## src/rtl/uart_pkg.sv

```systemverilog
// Shared state encodings and defaults for uart_core.
// UART_PARITY_EN adds the PARITY states to both FSM encodings.
package uart_pkg;

  localparam int unsigned CLKS_PER_BIT_DEFAULT = 4231;  // 81.25 MHz / 19200 baud

  typedef enum logic [2:0] {
    RX_IDLE,
    RX_START,
    RX_DATA,
`ifdef UART_PARITY_EN
    RX_PARITY,
`endif
    RX_STOP,
    RX_WAIT_HIGH
  } rx_state_t;

  typedef enum logic [2:0] {
    TX_IDLE,
    TX_START,
    TX_DATA,
`ifdef UART_PARITY_EN
    TX_PARITY,
`endif
    TX_STOP
  } tx_state_t;

  // Words narrower than 8 bits are zero-extended by the caller, which leaves the XOR unchanged.
  function automatic logic parity_of(input logic [7:0] data, input logic odd);
    return (^data) ^ odd;
  endfunction

endpackage

```

## src/rtl/uart_rx_fifo.sv

```systemverilog
// Small synchronous FIFO with registered storage and an always-visible head word.
// Written generically so it can also serve as a TX buffer later.
module uart_rx_fifo #(
  parameter int WIDTH = 8,
  parameter int DEPTH = 4
) (
  input  logic             clk,
  input  logic             rst_n,
  input  logic             push,
  input  logic [WIDTH-1:0] push_data,
  input  logic             pop,
  output logic [WIDTH-1:0] head,
  output logic             full,
  output logic             empty
);

  localparam int AW = $clog2(DEPTH);

  logic [AW:0]      wr_ptr;
  logic [AW:0]      rd_ptr;
  logic [WIDTH-1:0] mem [DEPTH];
  logic             do_push;
  logic             do_pop;

  assign empty   = (wr_ptr == rd_ptr);
  assign full    = (wr_ptr[AW] != rd_ptr[AW]) && (wr_ptr[AW-1:0] == rd_ptr[AW-1:0]);
  assign do_pop  = pop && !empty;
  // A pop in the same cycle frees the slot, so a push into a full FIFO still lands.
  assign do_push = push && (!full || do_pop);
  assign head    = mem[rd_ptr[AW-1:0]];

  always_ff @(posedge clk or negedge rst_n) begin
    if (!rst_n) begin
      wr_ptr <= '0;
      rd_ptr <= '0;
      for (int i = 0; i < DEPTH; i++) begin
        mem[i] <= '0;
      end
    end else begin
      if (do_push) begin
        mem[wr_ptr[AW-1:0]] <= push_data;
        wr_ptr              <= wr_ptr + (AW+1)'(1);
      end
      if (do_pop) begin
        rd_ptr <= rd_ptr + (AW+1)'(1);
      end
    end
  end

endmodule

```

## src/rtl/uart_core.sv

```systemverilog
// Full-duplex UART: independent TX and RX FSMs plus a receive FIFO with valid/ready handshakes.
// Define UART_PARITY_EN to add a parity bit (PARITY_ODD selects odd) and the rx_parity_err port.
//
// RX state      | meaning
// RX_IDLE       | line high, waiting for a falling edge
// RX_START      | timing to mid start bit, rejects glitches
// RX_DATA       | sampling data bits mid-bit, LSB first
// RX_PARITY     | checking parity bit (UART_PARITY_EN only)
// RX_STOP       | sampling stop bit, pushes word or flags framing error
// RX_WAIT_HIGH  | after framing error, waits out a break
//
// TX state      | meaning
// TX_IDLE       | tx_ready high, accepts a word
// TX_START      | driving start bit
// TX_DATA       | shifting data bits, LSB first
// TX_PARITY     | driving parity bit (UART_PARITY_EN only)
// TX_STOP       | driving stop bit(s)
module uart_core
  import uart_pkg::*;
#(
  parameter int CLKS_PER_BIT = CLKS_PER_BIT_DEFAULT,
  parameter int DATA_BITS    = 8,
  parameter int STOP_BITS    = 1,
  parameter int RX_DEPTH     = 4
`ifdef UART_PARITY_EN
  , parameter bit PARITY_ODD = 1'b0
`endif
) (
  input  logic                 clk,
  input  logic                 rst_n,
  input  logic                 rx,
  output logic                 tx,
  output logic [DATA_BITS-1:0] rx_data,
  output logic                 rx_valid,
  input  logic                 rx_ready,
  output logic                 rx_frame_err,
  output logic                 rx_overrun,
`ifdef UART_PARITY_EN
  output logic                 rx_parity_err,
`endif
  input  logic [DATA_BITS-1:0] tx_data,
  input  logic                 tx_valid,
  output logic                 tx_ready
);

  localparam int CW = $clog2(CLKS_PER_BIT);
  localparam int BW = $clog2(DATA_BITS + 1);
  localparam logic [CW-1:0] CNT_LAST      = CW'(CLKS_PER_BIT - 1);
  localparam logic [CW-1:0] CNT_HALF      = CW'(CLKS_PER_BIT / 2 - 1);
  localparam logic [CW-1:0] CNT_STOP_LAST = CW'(CLKS_PER_BIT - 2);
  localparam logic [BW-1:0] BIT_LAST      = BW'(DATA_BITS - 1);
  localparam logic          STOP_LAST     = 1'(STOP_BITS - 1);

  logic rx_meta;
  logic rx_s;

  always_ff @(posedge clk or negedge rst_n) begin
    if (!rst_n) begin
      rx_meta <= 1'b1;
      rx_s    <= 1'b1;
    end else begin
      rx_meta <= rx;
      rx_s    <= rx_meta;
    end
  end

  rx_state_t            rx_state;
  logic [CW-1:0]        rx_cnt;
  logic [BW-1:0]        rx_bit;
  logic [DATA_BITS-1:0] rx_shift;
  logic                 rx_tick;
  logic                 rx_push;
  logic                 fifo_full;
  logic                 fifo_empty;

  assign rx_tick = (rx_cnt == CNT_LAST);

`ifdef UART_PARITY_EN
  logic rx_par_bad;
  assign rx_push = (rx_state == RX_STOP) && rx_tick && rx_s && !rx_par_bad;
`else
  assign rx_push = (rx_state == RX_STOP) && rx_tick && rx_s;
`endif

  always_ff @(posedge clk or negedge rst_n) begin
    if (!rst_n) begin
      rx_state      <= RX_IDLE;
      rx_cnt        <= '0;
      rx_bit        <= '0;
      rx_shift      <= '0;
      rx_frame_err  <= 1'b0;
`ifdef UART_PARITY_EN
      rx_par_bad    <= 1'b0;
      rx_parity_err <= 1'b0;
`endif
    end else begin
      rx_frame_err  <= 1'b0;
`ifdef UART_PARITY_EN
      rx_parity_err <= 1'b0;
`endif
      rx_cnt <= rx_tick ? '0 : rx_cnt + CW'(1);
      unique case (rx_state)
        RX_IDLE: begin
          rx_cnt <= '0;
          if (!rx_s) rx_state <= RX_START;
        end
        RX_START: begin
          // Re-check at mid start bit; a high line here was a glitch.
          if (rx_cnt == CNT_HALF) begin
            rx_cnt   <= '0;
            rx_bit   <= '0;
            rx_state <= rx_s ? RX_IDLE : RX_DATA;
`ifdef UART_PARITY_EN
            rx_par_bad <= 1'b0;
`endif
          end
        end
        RX_DATA: begin
          if (rx_tick) begin
            rx_shift <= {rx_s, rx_shift[DATA_BITS-1:1]};
            rx_bit   <= rx_bit + BW'(1);
            if (rx_bit == BIT_LAST) begin
`ifdef UART_PARITY_EN
              rx_state <= RX_PARITY;
`else
              rx_state <= RX_STOP;
`endif
            end
          end
        end
`ifdef UART_PARITY_EN
        RX_PARITY: begin
          if (rx_tick) begin
            rx_par_bad    <= (rx_s != parity_of(8'(rx_shift), PARITY_ODD));
            rx_parity_err <= (rx_s != parity_of(8'(rx_shift), PARITY_ODD));
            rx_state      <= RX_STOP;
          end
        end
`endif
        RX_STOP: begin
          if (rx_tick) begin
            if (rx_s) begin
              rx_state <= RX_IDLE;
            end else begin
              rx_frame_err <= 1'b1;
              rx_state     <= RX_WAIT_HIGH;
            end
          end
        end
        RX_WAIT_HIGH: begin
          if (rx_s) rx_state <= RX_IDLE;
        end
        default: rx_state <= RX_IDLE;
      endcase
    end
  end

  uart_rx_fifo #(
    .WIDTH (DATA_BITS),
    .DEPTH (RX_DEPTH)
  ) u_rx_fifo (
    .clk       (clk),
    .rst_n     (rst_n),
    .push      (rx_push),
    .push_data (rx_shift),
    .pop       (rx_ready),
    .head      (rx_data),
    .full      (fifo_full),
    .empty     (fifo_empty)
  );

  assign rx_valid = !fifo_empty;

  // When full the FIFO is non-empty, so rx_ready alone means a pop makes room.
  always_ff @(posedge clk or negedge rst_n) begin
    if (!rst_n) begin
      rx_overrun <= 1'b0;
    end else begin
      rx_overrun <= rx_push && fifo_full && !rx_ready;
    end
  end

  tx_state_t            tx_state;
  logic [CW-1:0]        tx_cnt;
  logic [BW-1:0]        tx_bit;
  logic [DATA_BITS-1:0] tx_shift;
  logic                 tx_stop_idx;
  logic                 tx_tick;

  assign tx_tick = (tx_cnt == CNT_LAST);

`ifdef UART_PARITY_EN
  logic tx_par;
`endif

  always_ff @(posedge clk or negedge rst_n) begin
    if (!rst_n) begin
      tx_state    <= TX_IDLE;
      tx          <= 1'b1;
      tx_ready    <= 1'b1;
      tx_cnt      <= '0;
      tx_bit      <= '0;
      tx_shift    <= '0;
      tx_stop_idx <= 1'b0;
`ifdef UART_PARITY_EN
      tx_par      <= 1'b0;
`endif
    end else begin
      tx_cnt <= tx_tick ? '0 : tx_cnt + CW'(1);
      unique case (tx_state)
        TX_IDLE: begin
          tx_cnt <= '0;
          if (tx_valid) begin
            tx_shift <= tx_data;
            tx       <= 1'b0;
            tx_ready <= 1'b0;
            tx_state <= TX_START;
`ifdef UART_PARITY_EN
            tx_par   <= parity_of(8'(tx_data), PARITY_ODD);
`endif
          end
        end
        TX_START: begin
          if (tx_tick) begin
            tx       <= tx_shift[0];
            tx_bit   <= '0;
            tx_state <= TX_DATA;
          end
        end
        TX_DATA: begin
          if (tx_tick) begin
            tx_shift <= tx_shift >> 1;
            tx_bit   <= tx_bit + BW'(1);
            if (tx_bit == BIT_LAST) begin
`ifdef UART_PARITY_EN
              tx       <= tx_par;
              tx_state <= TX_PARITY;
`else
              tx          <= 1'b1;
              tx_stop_idx <= 1'b0;
              tx_state    <= TX_STOP;
`endif
            end else begin
              tx <= tx_shift[1];
            end
          end
        end
`ifdef UART_PARITY_EN
        TX_PARITY: begin
          if (tx_tick) begin
            tx          <= 1'b1;
            tx_stop_idx <= 1'b0;
            tx_state    <= TX_STOP;
          end
        end
`endif
        TX_STOP: begin
          // The IDLE cycle counts as the last stop cycle, so back-to-back frames
          // see exactly STOP_BITS*CLKS_PER_BIT high cycles between them.
          if (tx_stop_idx == STOP_LAST && tx_cnt == CNT_STOP_LAST) begin
            tx_ready <= 1'b1;
            tx_state <= TX_IDLE;
          end else if (tx_tick) begin
            tx_stop_idx <= tx_stop_idx + 1'b1;
          end
        end
        default: tx_state <= TX_IDLE;
      endcase
    end
  end

endmodule

```

## config.mk

```make
export PLATFORM = sky130hd
export DESIGN_NAME = uart_core
export DESIGN_NICKNAME = d
export VERILOG_FILES = /design/src/rtl/uart_pkg.sv /design/src/rtl/uart_rx_fifo.sv /design/src/rtl/uart_core.sv
export SDC_FILE = /design/constraint.sdc
export NUM_CORES = 1
export LEC_CHECK = 0
export CAP_MARGIN = 20
export CORE_MARGIN = 2
export CORE_UTILIZATION = 56
export CTS_BUF_LIST = sky130_fd_sc_hd__clkbuf_8
export DETAILED_ROUTE_END_ITERATION = 7
export GPL_TIMING_DRIVEN = 0
export PLACE_DENSITY = 0.78
export SYNTH_ARGS = -nofsm -noshare
export SYNTH_HDL_FRONTEND = slang
export SYNTH_SLANG_ARGS = --single-unit
```

## constraint.sdc

```tcl
create_clock -name clk -period 2.2 [get_ports clk]
set_input_delay 0.33 -clock clk [delete_from_list [all_inputs] [get_ports clk]]
set_output_delay 0.33 -clock clk [all_outputs]
set_load 0.05 [all_outputs]
```

==> qor_table.md, run 1 <==
| Metric | This run |
|---|---|
| Number of inserted filler cells in the final layout | 632 |
| Post-Syn Area per Cell | 12.14 um2 |
| Ranking of synthesized cells by area | dfrtp_1, mux2_4, ha_1 |
| Starting density of the core | 57.50% |
| Number of global-route vias before repair | 3,348 |
| Final period demand of the worst path | 2.281 ns |
| Final-report hold violation count | 0 |
| Sequential cell area | 2509 um2 |
| Slowest cell delay on critical path | 0.56 ns |
| CP Max Fanout | 8 |
| Synthesized Nets | 440 |
| Area of the core | 8678 um2 |
| Area share of the largest cell type after synthesis | 48.14% |
| Routed wire per std cell | 16.09 um |
| Remaining antenna violation count after routing | 0 |
| RSZ-0062 raised after global routing | yes |
| Clock-pin transition on the worst setup and hold timing paths | 0.09 ns |
| Via count of the routed design | 3,217 |
| Share of synthesized area spent on multiplexers | 17.33% |
| Adder-cell share of the synthesized area | 4.012% |
| Share of total power in sequential cells | 46.5% |
| Largest net degree at the start of global routing | 53 |
| Compound-gate portion of the synthesized area | 5.165% |
| Simple-Gate Fraction of Synth Area | 15.85% |
| Power density relative to cell area | 783.8 nW/um2 |
| Post-synthesis share of cell area spent on xor and xnor gates | 5.090% |
| Synth Cell Area | 4990 um2 |
| Placed Cells incl. Taps | 545 |
| Path type of the worst setup path | flip-flop to flip-flop |
| CP required | 2.44 ns |
| Total Die Area | 9682 um2 |
| Net switching fraction of the power | 32.44% |
| Antenna violations before repair | 0 |
| Non-Filler Cell Area, Final | 5824 um2 |
| Number of cells in the finished layout apart from fillers | 578 |
| Worst slew margin relative to its limit | 56.79% |
| Combinational family with the most area after synthesis | multiplexers |
| Cell accounting for the most synthesized area | dfrtp_1 |
| Area of the multi-input gates | 2464 um2 |
| Portion of the post-synthesis area used by sequential elements | 50.25% |
| Later-pin clock latency in the skew report | 0.37 ns |
| Cell leakage power | 2.726 nW |
| HPWL after DPL | 6.081 mm |
| Standard-cell rows | 34 |
| Total Wirelength | 9.299 mm |
| Total clock buffers created by CTS | 9 |
| Final period util | 103.7% |
| Min setup slack post-route | -0.08075 ns |
| Final setup violation count | 42 |
| DRT iter0 DRCs | 89 |
| Total iterations of the first detailed-routing run | 4 |
| CTS H-Tree Depth | 3 |
| First-pass GRT wire length | 15.95 mm |
| Final net count | 494 |
| Gate power share | 26.9% |
| Fmax | 0.4385 GHz |
| Transition time of the tightest slew-check pin | 0.6481 ns |
| Die extent in x | 98.40 um |
| Number of pins with negative max-slew slack in the final report | 0 |
| Fin Hold WS | 0.3586 ns |
| Class of the worst hold path | flip-flop to flip-flop |
| Async set or reset register ratio after synthesis | 100.0% |
| Clock root buffer | clkbuf_8 |
| Number of synthesis warnings | 0 |
| Most frequent cells in the layout | dfrtp_1, nor2_1, mux2_4 |
| Die Span Y | 98.40 um |
| Most common cell after layout, fill and taps aside | dfrtp_1 |
| Kind of start point of the critical path | flip-flop |
| Element type at the critical path end | flip-flop |
| Clk pwr share | 26.6% |
| Number of buffers on the longest clock path | 2 |
| Global placer's final weighted congestion | 0.7878 |
| Drt via density | 5.566 |
| Clock tree from TritonCTS | done |
| Int Pwr | 3.084 mW |
| Number of distinct library cell variants in the gate-level netlist after synthesis | 54 |
| # IOs | 26 |
| Violations in the final reports | negative setup slack |
| Number of enable-type register cells in the synthesized netlist | 0 |
| Final antenna diode count | 0 |
| Worst setup slack for register-to-register paths | -0.08 ns |
| Result of the run | complete, but fails checks |
| Global routing usage summed across all routing layers | 20.67% |
| Worst setup skew after layout | 0.01621 ns |
| Max-cap viol count | 0 |
| Gate count after technology mapping | 411 |
| Post-detailed-route DRC marker count | 0 |
| Data arrival at the endpoint of the critical path | 2.52 ns |
| Count of input and output buffers | 25 |
| Grt total ovfl | 0 |
| Synth Flop Type | dfrtp_1 |
| Flops & latches, synth | 100 |
| Share of cells above drive strength 1 | 26.60% |
| Switch Pwr | 1.481 mW |
| CTS sink count | 100 |
| Cell with the largest stage delay on the worst path | or4_4 |
| Instance area at placement | 5403 um2 |
| Worst-case vdd ir drop | 0.0003712 V |
| Area grow syn2layout | 16.73% |
| Worst path cell trace | or4_4 -> nor4_4 -> and4bb_4 -> buf_12 -> nand2_8 -> mux2_4 |
## sequential cells by signal, indices dropped and copies added, names as in the netlist
name,cells
tx_state,2
tx_stop_idx,1
tx_shift,8
rx_shift,8
rx_state,3
u_rx_fifo.mem,32
u_rx_fifo.rd_ptr,3
rx_cnt,13
u_rx_fifo.wr_ptr,3
rx_frame_err,1
rx_meta,1
rx_s,1
tx_ready,1
tx,1
rx_overrun,1
rx_bit,4
tx_bit,4
tx_cnt,13
## what timing repair did
item                                    4_1_cts  5_1_grt
buffers inserted                             11        4
endpoints found under the setup margin       71       85
hold buffers                                  1        0
resized for setup                            52       24
cloned                                        1        1
pin swaps                                     3        2
endpoints found under the hold margin        15        0
## layout make-up
class                   instances  share of cell area [%]
plain buffers                  10                   1.439
clock buffers                  10                   2.363
clock inverters                 6                   1.224
inverters                      14                  0.9023
multi-input cells             287                   42.30
flip-flops and latches        100                   43.07
well taps                     108                   2.320
repair buffers                 43                   6.380
## synth_stat cells (2+ instances only)
cell type,number
a21boi_0,2
a21o_1,2
a21oi_1,14
a22o_1,2
and3_1,4
and4_2,2
buf_2,4
clkbuf_1,5
dfrtp_1,96
dfstp_2,4
ha_1,16
inv_1,14
mux2_2,11
mux2_4,32
mux2i_1,8
mux4_2,8
nand2_1,25
nand2_8,4
nand2b_1,3
nand3_1,16
nand3b_1,2
nand4_1,8
nor2_1,48
nor2b_1,2
nor3_1,8
nor3b_1,2
nor4bb_1,3
o21ai_0,11
o31ai_1,2
or3b_2,2
xnor2_1,14
xor2_1,15
## kinds of logic after synthesis
logic type / after synthesis
buf+inv: 25
compound gates: 42
flops: 100
fa+ha+maj: 16
mux: 59
xor+xnor: 29
simple gates: 140
## through the flow
step	total power [mW]	setup TNS [ns]	setup WS (ns)	utilization, %
after floorplan	3.030	-0.8915	-0.03228	-
after CTS	4.582	-2.648	-0.09485	66.54
final	4.565	-2.183	-0.08075	67.11
after global routing	4.849	-7.439	-0.1982	67.11
after detailed placement	3.352	-14.24	-0.2714	62.25
after global placement	3.303	-292.33	-2.858	61.97
## power groups by stage
stage / Clock (mW) / Sequential, mW / Combinational, mW
after floorplan: 0 / 2.12 / 0.907
after global placement: 0 / 2.15 / 1.16
after detailed placement: 0 / 2.15 / 1.20
after CTS: 1.24 / 2.12 / 1.23
after global routing: 1.33 / 2.15 / 1.37
final: 1.22 / 2.12 / 1.23
## layer usage
metal  vias up  GRT usage [%]  wire length (um)
met2        41          33.59              4585
met4         0          8.325                91
met1      1610          28.18              4421
met5         -              0                 0
li1       1558              -                 -
met3         8          3.078               201
## worst max-delay path: cells and delay by family, from the launching register on
family	cells	cell delay [ns]
simple gates	4	1.28
buf+inv	1	0.17
flops	1	0.39
mux	1	0.31
## final timing paths
kind	startpoint	end	cells after the start
min in group asynchronous	rst_n	rx_overrun$_DFF_PN0_	2
min	rx_meta$_DFF_PN1_	rx_s$_DFF_PN1_	0
max in group asynchronous	rst_n	tx$_DFFE_PN1P_	3
max reg2reg	rx_cnt[9]$_DFF_PN0_	u_rx_fifo.mem[23]$_DFFE_PN0P_	6
min reg2reg	rx_meta$_DFF_PN1_	rx_s$_DFF_PN1_	0
max	rx_cnt[9]$_DFF_PN0_	u_rx_fifo.mem[23]$_DFFE_PN0P_	6
(Power assumes the default switching activity.)
==> inputs of run 2 (changes only) <==
--- a/config.mk
+++ b/config.mk
@@ -12,6 +12,7 @@
 export DETAILED_ROUTE_END_ITERATION = 7
 export GPL_TIMING_DRIVEN = 0
 export PLACE_DENSITY = 0.78
+export SLEW_MARGIN = 40
 export SYNTH_ARGS = -nofsm -noshare
 export SYNTH_HDL_FRONTEND = slang
 export SYNTH_SLANG_ARGS = --single-unit
==> qor_table.md, run 2 (synthesized netlist as in run 1, its figures left out) <==
| Metric | This run | vs previous |
|---|---|---|
| Placed Cells incl. Taps | 545 | unchanged |
| Clock root buffer | clkbuf_8 |  |
| Transition time of the tightest slew-check pin | 0.4986 ns | -0.1495 ns |
| Final period demand of the worst path | 2.285 ns | +0.003860 ns |
| Number of buffers on the longest clock path | 2 | unchanged |
| Total iterations of the first detailed-routing run | 4 | unchanged |
| Worst-case setup slack after placement | -0.2834 ns | -0.01200 ns |
| Total Die Area | 9682 um2 | unchanged |
| Area of the core | 8678 um2 | unchanged |
| Most common cell after layout, fill and taps aside | dfrtp_1 |  |
| Number of cells in the finished layout apart from fillers | 578 | unchanged |
| Final period util | 103.8% | +0.18 points |
| Most frequent cells in the layout | dfrtp_1, nor2_1, mux2_4 |  |
| Share of cells above drive strength 1 | 27.02% | +0.43 points |
| Final-report hold violation count | 0 | unchanged |
| Int Pwr | 2.975 mW | -3.5% |
| Reg with most FFs | u_rx_fifo.mem |  |
| Number of pins with negative max-slew slack in the final report | 0 | unchanged |
| Global routing usage summed across all routing layers | 20.48% | -0.19 points |
| Min setup slack post-route | -0.08461 ns | -0.003860 ns |
| Result of the run | complete, but fails checks |  |
| Setup TNS after final layout | -2.367 ns | -0.1840 ns |
| Power density relative to cell area | 766.1 nW/um2 | -2.2% |
| Data arrival at the endpoint of the critical path | 2.52 ns | about the same |
| Post-detailed-route DRC marker count | 0 | unchanged |
| Kind of start point of the critical path | flip-flop |  |
| Standard-cell rows | 34 | unchanged |
| Later-pin clock latency in the skew report | 0.35 ns | -0.02 ns |
| Cell leakage power | 2.713 nW | -0.48% |
| Final antenna diode count | 0 | unchanged |
| RSZ-0062 raised after global routing | yes |  |
| Largest net degree at the start of global routing | 53 | unchanged |
| Max-cap viol count | 0 | unchanged |
| Instance area at placement | 5410 um2 | +0.14% |
| Die extent in x | 98.40 um | unchanged |
| Total Wirelength | 9.298 mm | about the same |
| CTS sink count | 100 | unchanged |
| Switch Pwr | 1.498 mW | +1.1% |
| Path type of the worst setup path | flip-flop to flip-flop |  |
| Clock tree from TritonCTS | done |  |
| CTS H-Tree Depth | 3 | unchanged |
| # IOs | 26 | unchanged |
| Worst slew margin relative to its limit | 66.66% | +9.9 points |
| First-pass GRT wire length | 15.95 mm | unchanged |
| Via count of the routed design | 3,220 | +0.093% |
| Class of the worst hold path | flip-flop to flip-flop |  |
| Worst setup skew after layout | 0.01330 ns | -0.002911 ns |
| Element type at the critical path end | flip-flop |  |
| Clk pwr share | 24.7% | -1.9 points |
| Worst-case vdd ir drop | 0.0004619 V | +24% |
| Die Span Y | 98.40 um | unchanged |
| Routed wire per std cell | 16.09 um | about the same |
| Starting density of the core | 57.50% | unchanged |
| Critical path startpoint | rx_cnt[0]$_DFF_PN0_ |  |
| Share of total power in sequential cells | 47.4% | +0.9 points |
| Clock-pin transition on the worst setup and hold timing paths | 0.10 ns | about the same |
| Fin util | 67.27% | +0.16 points |
| DRT iter0 DRCs | 110 | +24% |
| Final setup violation count | 41 | -2.4% |
| Power consumption | 4.473 mW | -2.0% |
| CP required | 2.44 ns | about the same |
| Startpoint of the tightest hold check path | rx_meta$_DFF_PN1_ |  |
| Number of inserted filler cells in the final layout | 642 | +1.6% |
| Violations in the final reports | negative setup slack |  |
| Final net count | 494 | unchanged |
| Reg2Reg Launch Point | rx_cnt[0]$_DFF_PN0_ |  |
| Count of input and output buffers | 25 | unchanged |
| Global placer's final weighted congestion | 0.7878 | unchanged |
| Fmax | 0.4377 GHz | -0.17% |
| Fin Hold WS | 0.3594 ns | +0.0008340 ns |
| Number of global-route vias before repair | 3,247 | -3.0% |
| Drt via density | 5.571 | about the same |
| Grt total ovfl | 0 | unchanged |
| Max reg flops | 32 | unchanged |
| HPWL after DPL | 6.094 mm | +0.21% |
| Registers with the most flip-flops | u_rx_fifo.mem: 32 flops, rx_cnt: 13 flops, tx_cnt: 13 flops |  |
| Gate power share | 27.9% | +1.0 points |
| Antenna violations before repair | 0 | unchanged |
| Remaining antenna violation count after routing | 0 | unchanged |
| Area grow syn2layout | 17.00% |  |
| Net switching fraction of the power | 33.49% | +1.0 points |
| Total clock buffers created by CTS | 9 | unchanged |
| CP Max Fanout | 8 | unchanged |
| Non-Filler Cell Area, Final | 5838 um2 | +0.24% |
run 2: cell count changes in the layout (fill, tap and decap cells not counted), moves of 2 or more:
cell,change
mux2_4,-6
clkdlybuf4s15_2,+4
buf_4,-2
mux2_2,+6
buf_2,-4
run 2: critical path, stage by stage (launching register included):
cell	delay [ns]
dfrtp_1	0.39
inv_1	0.06
ha_1	0.13
or3b_4	0.40
nor4_4	0.30
and4bb_4	0.28
buf_12	0.17
nand2_8	0.11
mux2_4	0.31
run 2: final cells by class:
class / instances / area, um2 / area share [%]
Sequential cell: 100 / 2509 / 42.97
Multi-Input combinational cell: 287 / 2464 / 42.20
Timing Repair Buffer: 43 / 407.9 / 6.987
Clock buffer: 10 / 137.6 / 2.357
Tap cell: 108 / 135.1 / 2.315
Buffer: 10 / 83.83 / 1.436
Inverter: 14 / 52.55 / 0.9001
Clock inverter: 6 / 48.80 / 0.8358
run 2: power by group through the flow:
stage,registers (mW),clock network [mW],logic [mW]
floorplan,2.12,0,0.907
global placement,2.15,0,1.16
detailed placement,2.15,0,1.20
CTS,2.12,1.12,1.24
global route,2.14,1.21,1.39
finish,2.12,1.10,1.25
run 2: final timing paths:
kind | cells after the start | to | slack, ns
worst max-delay path | 8 | u_rx_fifo.mem[23]$_DFFE_PN0P_ | -0.08
worst min-delay path | 0 | rx_s$_DFF_PN1_ | 0.36
worst max register to register | 8 | u_rx_fifo.mem[23]$_DFFE_PN0P_ | -0.08
worst min register to register | 0 | rx_s$_DFF_PN1_ | 0.36
max in group asynchronous | 3 | tx$_DFFE_PN1P_ | 1.13
min in group asynchronous | 2 | tx_state[0]$_DFFE_PN0P_ | 0.47
run 2: layer usage:
metal / vias to the layer above / share of wire, % / track usage, %
met1: 1616 / 48 / 29.28
li1: 1558 / - / -
met2: 41 / 49 / 33.07
met4: 0 / 0.77 / 6.006
met3: 5 / 2.4 / 2.863
met5: - / 0 / 0
run 2: repair_timing:
item | 4_1_cts | 5_1_grt
cloned | 1 | 1
pin swaps | 6 | 4
buffers inserted | 11 | 4
hold endpoints to repair | 46 | 0
setup endpoints to repair | 73 | 81
gates resized for setup | 43 | 22
hold buffers | 1 | 0
==> inputs of run 3 (changes only) <==
--- a/config.mk
+++ b/config.mk
@@ -10,7 +10,6 @@
 export CORE_UTILIZATION = 56
 export CTS_BUF_LIST = sky130_fd_sc_hd__clkbuf_8
 export DETAILED_ROUTE_END_ITERATION = 7
-export GPL_TIMING_DRIVEN = 0
 export PLACE_DENSITY = 0.78
 export SLEW_MARGIN = 40
 export SYNTH_ARGS = -nofsm -noshare
==> qor_table.md, run 3 (synthesized netlist as in run 1, its figures left out) <==
| Metric | This run | vs previous |
|---|---|---|
| Standard-cell rows | 34 | unchanged |
| Worst-case vdd ir drop | 0.0003883 V | -16% |
| CTS H-Tree Depth | 3 | unchanged |
| # IOs | 26 | unchanged |
| Number of inserted filler cells in the final layout | 632 | -1.6% |
| Total Die Area | 9682 um2 | unchanged |
| Antenna violations before repair | 0 | unchanged |
| Global routing usage summed across all routing layers | 21.28% | +0.80 points |
| Max reg flops | 32 | unchanged |
| Reg with most FFs | u_rx_fifo.mem |  |
| Worst slew margin relative to its limit | 58.96% | -7.7 points |
| Element type at the critical path end | flip-flop |  |
| Non-Filler Cell Area, Final | 5892 um2 | +0.92% |
| Number of cells in the finished layout apart from fillers | 586 | +1.4% |
| Remaining antenna violation count after routing | 0 | unchanged |
| First-pass GRT wire length | 16.46 mm | +3.2% |
| Registers with the most flip-flops | u_rx_fifo.mem: 32 flops, rx_cnt: 13 flops, tx_cnt: 13 flops |  |
| Later-pin clock latency in the skew report | 0.38 ns | +0.03 ns |
| Post-detailed-route DRC marker count | 0 | unchanged |
| HPWL after DPL | 6.900 mm | +13% |
| Path type of the worst setup path | flip-flop to flip-flop |  |
| Transition time of the tightest slew-check pin | 0.6156 ns | +0.1170 ns |
| Via count of the routed design | 3,295 | +2.3% |
| Routed wire per std cell | 16.70 um | +3.8% |
| DRT iter0 DRCs | 154 | +40% |
| Clock root buffer | clkbuf_8 |  |
| Class of the worst hold path | primary input to flip-flop |  |
| Placed Cells incl. Taps | 566 | +3.9% |
| Number of global-route vias before repair | 3,453 | +6.3% |
| Min setup slack post-route | -0.05008 ns | +0.03454 ns |
| RSZ-0062 raised after global routing | yes |  |
| Die extent in x | 98.40 um | unchanged |
| CTS sink count | 100 | unchanged |
| Final-report hold violation count | 0 | unchanged |
| Share of cells above drive strength 1 | 28.24% | +1.2 points |
| Clock tree from TritonCTS | done |  |
| Max-cap viol count | 0 | unchanged |
| Most common cell after layout, fill and taps aside | dfrtp_1 |  |
| Setup TNS after final layout | -0.7733 ns | +1.594 ns |
| CP Max Fanout | 8 | unchanged |
| Cell leakage power | 2.776 nW | +2.3% |
| Number of buffers on the longest clock path | 2 | unchanged |
| Die Span Y | 98.40 um | unchanged |
| Fmax | 0.4444 GHz | +1.5% |
| Fin Hold WS | 0.3514 ns | -0.008029 ns |
| Result of the run | complete, but fails checks |  |
| Kind of start point of the critical path | flip-flop |  |
| Area grow syn2layout | 18.08% |  |
| Violations in the final reports | negative setup slack |  |
| Total Wirelength | 9.785 mm | +5.2% |
| Grt total ovfl | 0 | unchanged |
| CP required | 2.47 ns | +0.03 ns |
| Final setup violation count | 25 | -39% |
| Total iterations of the first detailed-routing run | 4 | unchanged |
| Global placer's final weighted congestion | 0.8488 | +7.7% |
| Count of input and output buffers | 25 | unchanged |
| Data arrival at the endpoint of the critical path | 2.52 ns | about the same |
| Instance area at placement | 5575 um2 | +3.1% |
| Most frequent cells in the layout | dfrtp_1, nor2_1, mux2_4 |  |
| Fin util | 67.89% | +0.62 points |
| Final period util | 102.3% | -1.6 points |
| Drt via density | 5.623 | +0.93% |
| Clock-pin transition on the worst setup and hold timing paths | 0.11 ns | about the same |
| Final period demand of the worst path | 2.250 ns | -0.03454 ns |
| Largest net degree at the start of global routing | 50 | -5.7% |
| Number of pins with negative max-slew slack in the final report | 0 | unchanged |
| Starting density of the core | 57.50% | unchanged |
| Area of the core | 8678 um2 | unchanged |
| Power consumption | 4.571 mW | +2.2% |
| Total clock buffers created by CTS | 9 | unchanged |
| Power density relative to cell area | 775.9 nW/um2 | +1.3% |
| Final antenna diode count | 0 | unchanged |
| Final net count | 502 | +1.6% |
| Worst setup skew after layout | 0.01216 ns | -0.001137 ns |
| Worst-case setup slack after placement | -0.04277 ns | +0.2406 ns |
==> run 3: cell types whose count changed in the layout (fill, tap and decap cells not counted), sizes merged <==
cell	before	now
clkinv	2	4
buf	28	44
and3b	2	3
clkinvlp	1	0
clkdlybuf4s15	4	0
clkbuf	15	9
==> run 3: repair_timing <==
item	in CTS	in global routing
buffers inserted	0	1
hold buffers	1	0
pin swaps	2	3
setup endpoints to repair	42	61
hold endpoints to repair	45	0
resized for setup	0	17
gates cloned	1	1
==> run 3: per-layer routing <==
metal,routed length (um),up-vias,track usage (%)
li1,-,1573,-
met2,4884,50,35.48
met5,0,-,0
met4,146,0,6.428
met1,4480,1659,29.04
met3,273,13,3.364
==> run 3: power breakdown <==
| part | switching, mW | leakage (nW) | total, mW | internal (mW) |
|---|---|---|---|---|
| Sequential | 0.127 | 1.32 | 2.13 | 2.00 |
| Clock | 0.746 | 0.106 | 1.21 | 0.462 |
| Combinational | 0.695 | 1.35 | 1.24 | 0.543 |
==> run 3: cell type report <==
cell class	instances	area (um2)	area share, %
clock buffer	9	123.9	2.102
timing repair buffer	60	535.5	9.089
clock inverter	7	91.34	1.550
multi-input combinational	288	2445	41.49
inverter	14	52.55	0.8919
tap	108	135.1	2.293
sequential	100	2509	42.58
==> run 3: critical path, cell delays in order, from the launching register on <==
cell,delay (ns)
dfrtp_1,0.41
inv_2,0.07
ha_4,0.11
or3b_4,0.38
nor4_4,0.30
and4bb_4,0.30
buf_12,0.15
nand2_8,0.10
mux2_4,0.32
==> run 3: final timing paths <==
path / startpoint / to / slack (ns) / depth (start not counted)
setup reg to reg: rx_cnt[0]$_DFF_PN0_ / u_rx_fifo.mem[28]$_DFFE_PN0P_ / -0.05 / 8
min in group asynchronous: rst_n / tx_state[0]$_DFFE_PN0P_ / 0.52 / 2
hold reg to reg: rx_meta$_DFF_PN1_ / rx_s$_DFF_PN1_ / 0.36 / 0
setup / recovery: rx_cnt[0]$_DFF_PN0_ / u_rx_fifo.mem[28]$_DFFE_PN0P_ / -0.05 / 8
hold / removal: rx / rx_meta$_DFF_PN1_ / 0.35 / 1
max in group asynchronous: rst_n / u_rx_fifo.mem[8]$_DFFE_PN0P_ / 0.94 / 3
==> patch 1 (flow settings as in run 1) <==
Add an input register stage for `rx`; this delays it by one clock. The other inputs are not delayed to match.
--- a/src/rtl/uart_core.sv
+++ b/src/rtl/uart_core.sv
@@ -52,4 +52,10 @@
   localparam logic          STOP_LAST     = 1'(STOP_BITS - 1);
 
+  logic rx_q;
+
+  always_ff @(posedge clk) begin
+    rx_q <= rx;
+  end
+
   logic rx_meta;
   logic rx_s;
@@ -60,5 +66,5 @@
       rx_s    <= 1'b1;
     end else begin
-      rx_meta <= rx;
+      rx_meta <= rx_q;
       rx_s    <= rx_meta;
     end
Check against the original RTL: same outputs for any inputs over 10 cycles, from zero or initial values and one cycle with rst_n low; that may be too few to reach the edited logic, so the function may still have changed.
==> patch 1 against run 1 <==
- the flow finishes with violations (negative hold slack, negative setup slack)
- sequential cell count is 1 higher
- critical path type unchanged
- area after synthesis decreased by 3.6%
- final area increased by 0.95%
- setup slack worse by 100 ps
- wire length rose by 8.0%
Power is not compared: it rests on default switching activity, and its combinational part moved more than twofold at a synthesized area within 25%.
==> patch 1: results (changes against run 1) <==
Cell Count Post-Placement: 538 (was 545)
Cells after Synth: 407 (was 411)
Non-filler instance count after layout: 568 (was 578)
Global-route wire length before repair: 16080 um (was 15950 um)
Final setup skew: 8.316 ps (was 16.21 ps)
Critical path data arrival time: 2630 ps (was 2520 ps)
Final WS setup: -184.0 ps (was -80.75 ps)
Met2 wire len: 5145 um (was 4585 um)
Met2 GRT Util: 0.3611 (was 0.3359)
Routed wl met3: 240 um (was 201 um)
Hpwl dp: 6011 um (was 6081 um)
Compound-Gate Fraction of Synth Area: 0.05047 (was 0.05165)
Final hold violation count: 3 (was 0)
Met3 usage: 0.02673 (was 0.03078)
Seq/Total Area, Yosys: 0.5255 (was 0.5025)
Max incr delay on CP: 540 ps (was 560 ps)
XOR/XNOR Fraction of Synth Area: 0.05281 (was 0.05090)
Post-synth ARST share: 0.9901 (was 1.000)
Final Wtd Congestion: 0.7983 (was 0.7878)
Hold Path Class: in2async (was reg2reg)
Failing checks: negative hold slack, negative setup slack (was negative setup slack)
Reg2reg start: tx_cnt[3] (was rx_cnt[9])
Status: complete, but fails checks (unchanged)
Layout filler cell count: 561 (was 632)
Ranking of synthesized cells by area: dfrtp_1 50%, mux2_2 10%, ha_1 4.2% (was dfrtp_1 48%, mux2_4 9.6%, ha_1 4.0%)
Setup Viol. Count Final: 43 (was 42)
Pre-Repair DR Iteration Count: 6 (was 4)
Met1 Track Usage GR: 0.2810 (was 0.2818)
Critical Path Fanout Max: 3 (was 8)
Multiplexer area fraction after synthesis: 0.1574 (was 0.1733)
Hold_ws: -2.862 ps (was 358.6 ps)
patch 1: cell count changes after synthesis, moves of 6 or more:
cell     change
mux2_2      +33
mux2_4      -32
and2_1       +6
nand3_1      +6
nand4_1      -7
patch 1: area by class of cell:
class                      count  area (um^2)  share of cell area
inverter                      12        45.04            0.007661
timing repair buffer          43        384.1             0.06533
tap                          105        131.4             0.02235
buffer                        11        120.1             0.02043
clock inverter                 6        71.32             0.01213
sequential                   101         2531              0.4305
multi-input combinational    280         2459              0.4182
clock buffer                  10        137.6             0.02341
patch 1: cells by family (layout without fill, tap and decap cells):
group                    after synthesis  in the layout
buffers and inverters                 26             82
multiplexers                          60             60
XOR/XNOR                              29             29
AO/OA/AOI/OAI                         37             37
flip-flops                           101            101
adder cells (fa/ha/maj)               16             16
AND/OR/NAND/NOR                      138            138
patch 1: where the power goes:
part,switching (uW),internal [uW]
sequential,6.19,1870
combinational,46.6,30.5
clock,650,565
==> patch 2 (settings of run 1) <==
Made on the original files. The option `UART_PARITY_EN` is turned on by a define.
--- a/src/rtl/uart_pkg.sv
+++ b/src/rtl/uart_pkg.sv
@@ -1,4 +1,6 @@
 // Shared state encodings and defaults for uart_core.
 // UART_PARITY_EN adds the PARITY states to both FSM encodings.
+`define UART_PARITY_EN
+
 package uart_pkg;
 
Behaviour (old outputs only; new: rx_parity_err): no difference found for any inputs over 10 cycles, from zero or initial values and one cycle with rst_n low; that may be too few to reach the edited logic, so the function may still have changed.
==> patch 2 against run 1 <==
- the run still ends with negative setup slack left
- hold slack got worse by 9.3 ps
- final area increased by 2.2%
- via count increased by 7.8%
- wire length increased by 5.2%
- area after synthesis increased by 2.1%
- setup slack got worse by 290 ps
- die area increased by 2.0%
- sequential cell count increased by 4
- critical path type unchanged
Power is not compared: it rests on default switching activity, and its combinational part moved more than twofold at a synthesized area within 25%.
==> patch 2: results (changes against run 1) <==
Status: complete, but fails checks (unchanged)
Failing checks: negative setup slack (unchanged)
Clock-pin slew on the worst setup and hold paths: 110 ps (was 90 ps)
Seq/Total Area, Yosys: 0.5117 (was 0.5025)
Setup Viol. Count Final: 50 (was 42)
Cell Count Post-Placement: 579 (was 545)
Hold Path Depth: 1 (was 0)
Hold Path Class: in2reg (was reg2reg)
Max incr delay on CP: 580 ps (was 560 ps)
Global-route wire length before repair: 17090 um (was 15950 um)
Final Wtd Congestion: 0.8685 (was 0.7878)
Total length of routed wires: 9781 um (was 9299 um)
Critical path data arrival time: 2830 ps (was 2520 ps)
Final nets: 518 (was 494)
Drt wl/cell: 16.14 um (was 16.09 um)
Final setup skew: 18.86 ps (was 16.21 ps)
Initial DRC count: 176 (was 89)
Setup TNS: -15000 ps (was -2183 ps)
Crit path from: rx_cnt[5] (was rx_cnt[9])
Met2 GRT Util: 0.3498 (was 0.3359)
Final WS setup: -370.0 ps (was -80.75 ps)
Layout cell share with drive strength beyond 1: 0.2410 (was 0.2660)
Met1 Track Usage GR: 0.3071 (was 0.2818)
Least-Margin Pin Slew: 557.6 ps (was 648.1 ps)
Port Buffer Count: 26 (was 25)
Synth cell count leaders: 100 x dfrtp_1, 56 x nor2_1, 43 x mux2_2 (was 96 x dfrtp_1, 48 x nor2_1, 32 x mux2_4)
Largest net degree at the start of global routing: 75 (was 53)
[patch 2: routing by layer]
metal	wire length, um	vias up	part of all wire
met1	4465	1746	0.46
met5	0	-	0
met4	99	0	0.010
li1	-	1647	-
met3	374	11	0.038
met2	4841	65	0.49
[patch 2: timing repair]
item                                    in CTS  in global routing
setup buffers                                9                  1
cloned                                       1                  1
hold endpoints to repair                    28                  0
pin swaps                                    7                  2
endpoints found under the setup margin      68                 87
hold buffers                                 1                  0
resized for setup                           56                 27
[patch 2: worst register-to-register path, delay by kind of cell, from the launching register on]
kind | cells | cell delay [ps]
AND/OR/NAND/NOR | 4 | 1560
flip-flops | 1 | 400
multiplexers | 1 | 340
buffers and inverters | 1 | 160
[patch 2: worst paths after layout]
check,endpoint,slack (ps)
setup / recovery,u_rx_fifo.mem[12],-370
hold / removal,rx_meta,350
setup reg to reg,u_rx_fifo.mem[12],-370
hold reg to reg,rx_s,370
max in group asynchronous,rx_s,1050
min in group asynchronous,rx_cnt[6],430
[patch 2: logic make-up (layout without fill, tap and decap cells)]
family	after synthesis	count (layout)	share of synthesized area
and+or+nand+nor	150	150	0.1542
DFF	104	104	0.5117
muxes	59	59	0.1461
xor gates and xnor gates	48	48	0.08250
AOI/OAI and AO/OA	43	43	0.05132
buffers and inverters	28	82	0.02480
adders and majority gates	12	12	0.02946
[patch 2: layout make-up]
class                   instances  area [um^2]
multi-input cells             312         2519
well taps                     108        135.1
plain buffers                  16        113.9
inverters                      10        37.54
clock buffers                   9        123.9
fillers                       639         2809
flip-flops and latches        104         2608
repair buffers                 40        347.8
clock inverters                 7        70.07
[patch 2: stage by stage]
step / total power [uW] / worst slack (ps)
after floorplan: 2325 / -455.9
after global placement: 2435 / -3031
after detailed placement: 2459 / -697.1
after CTS: 3622 / -360.9
after global routing: 3764 / -514.6
final: 3599 / -370.0
[patch 2: report_power, final]
group / total (uW) / leakage (uW) / switching (uW) / internal, uW
Combinational: 312 / 0.00124 / 165 / 147
Sequential: 2110 / 0.00138 / 101 / 2010
Clock: 1180 / 0.000101 / 730 / 448
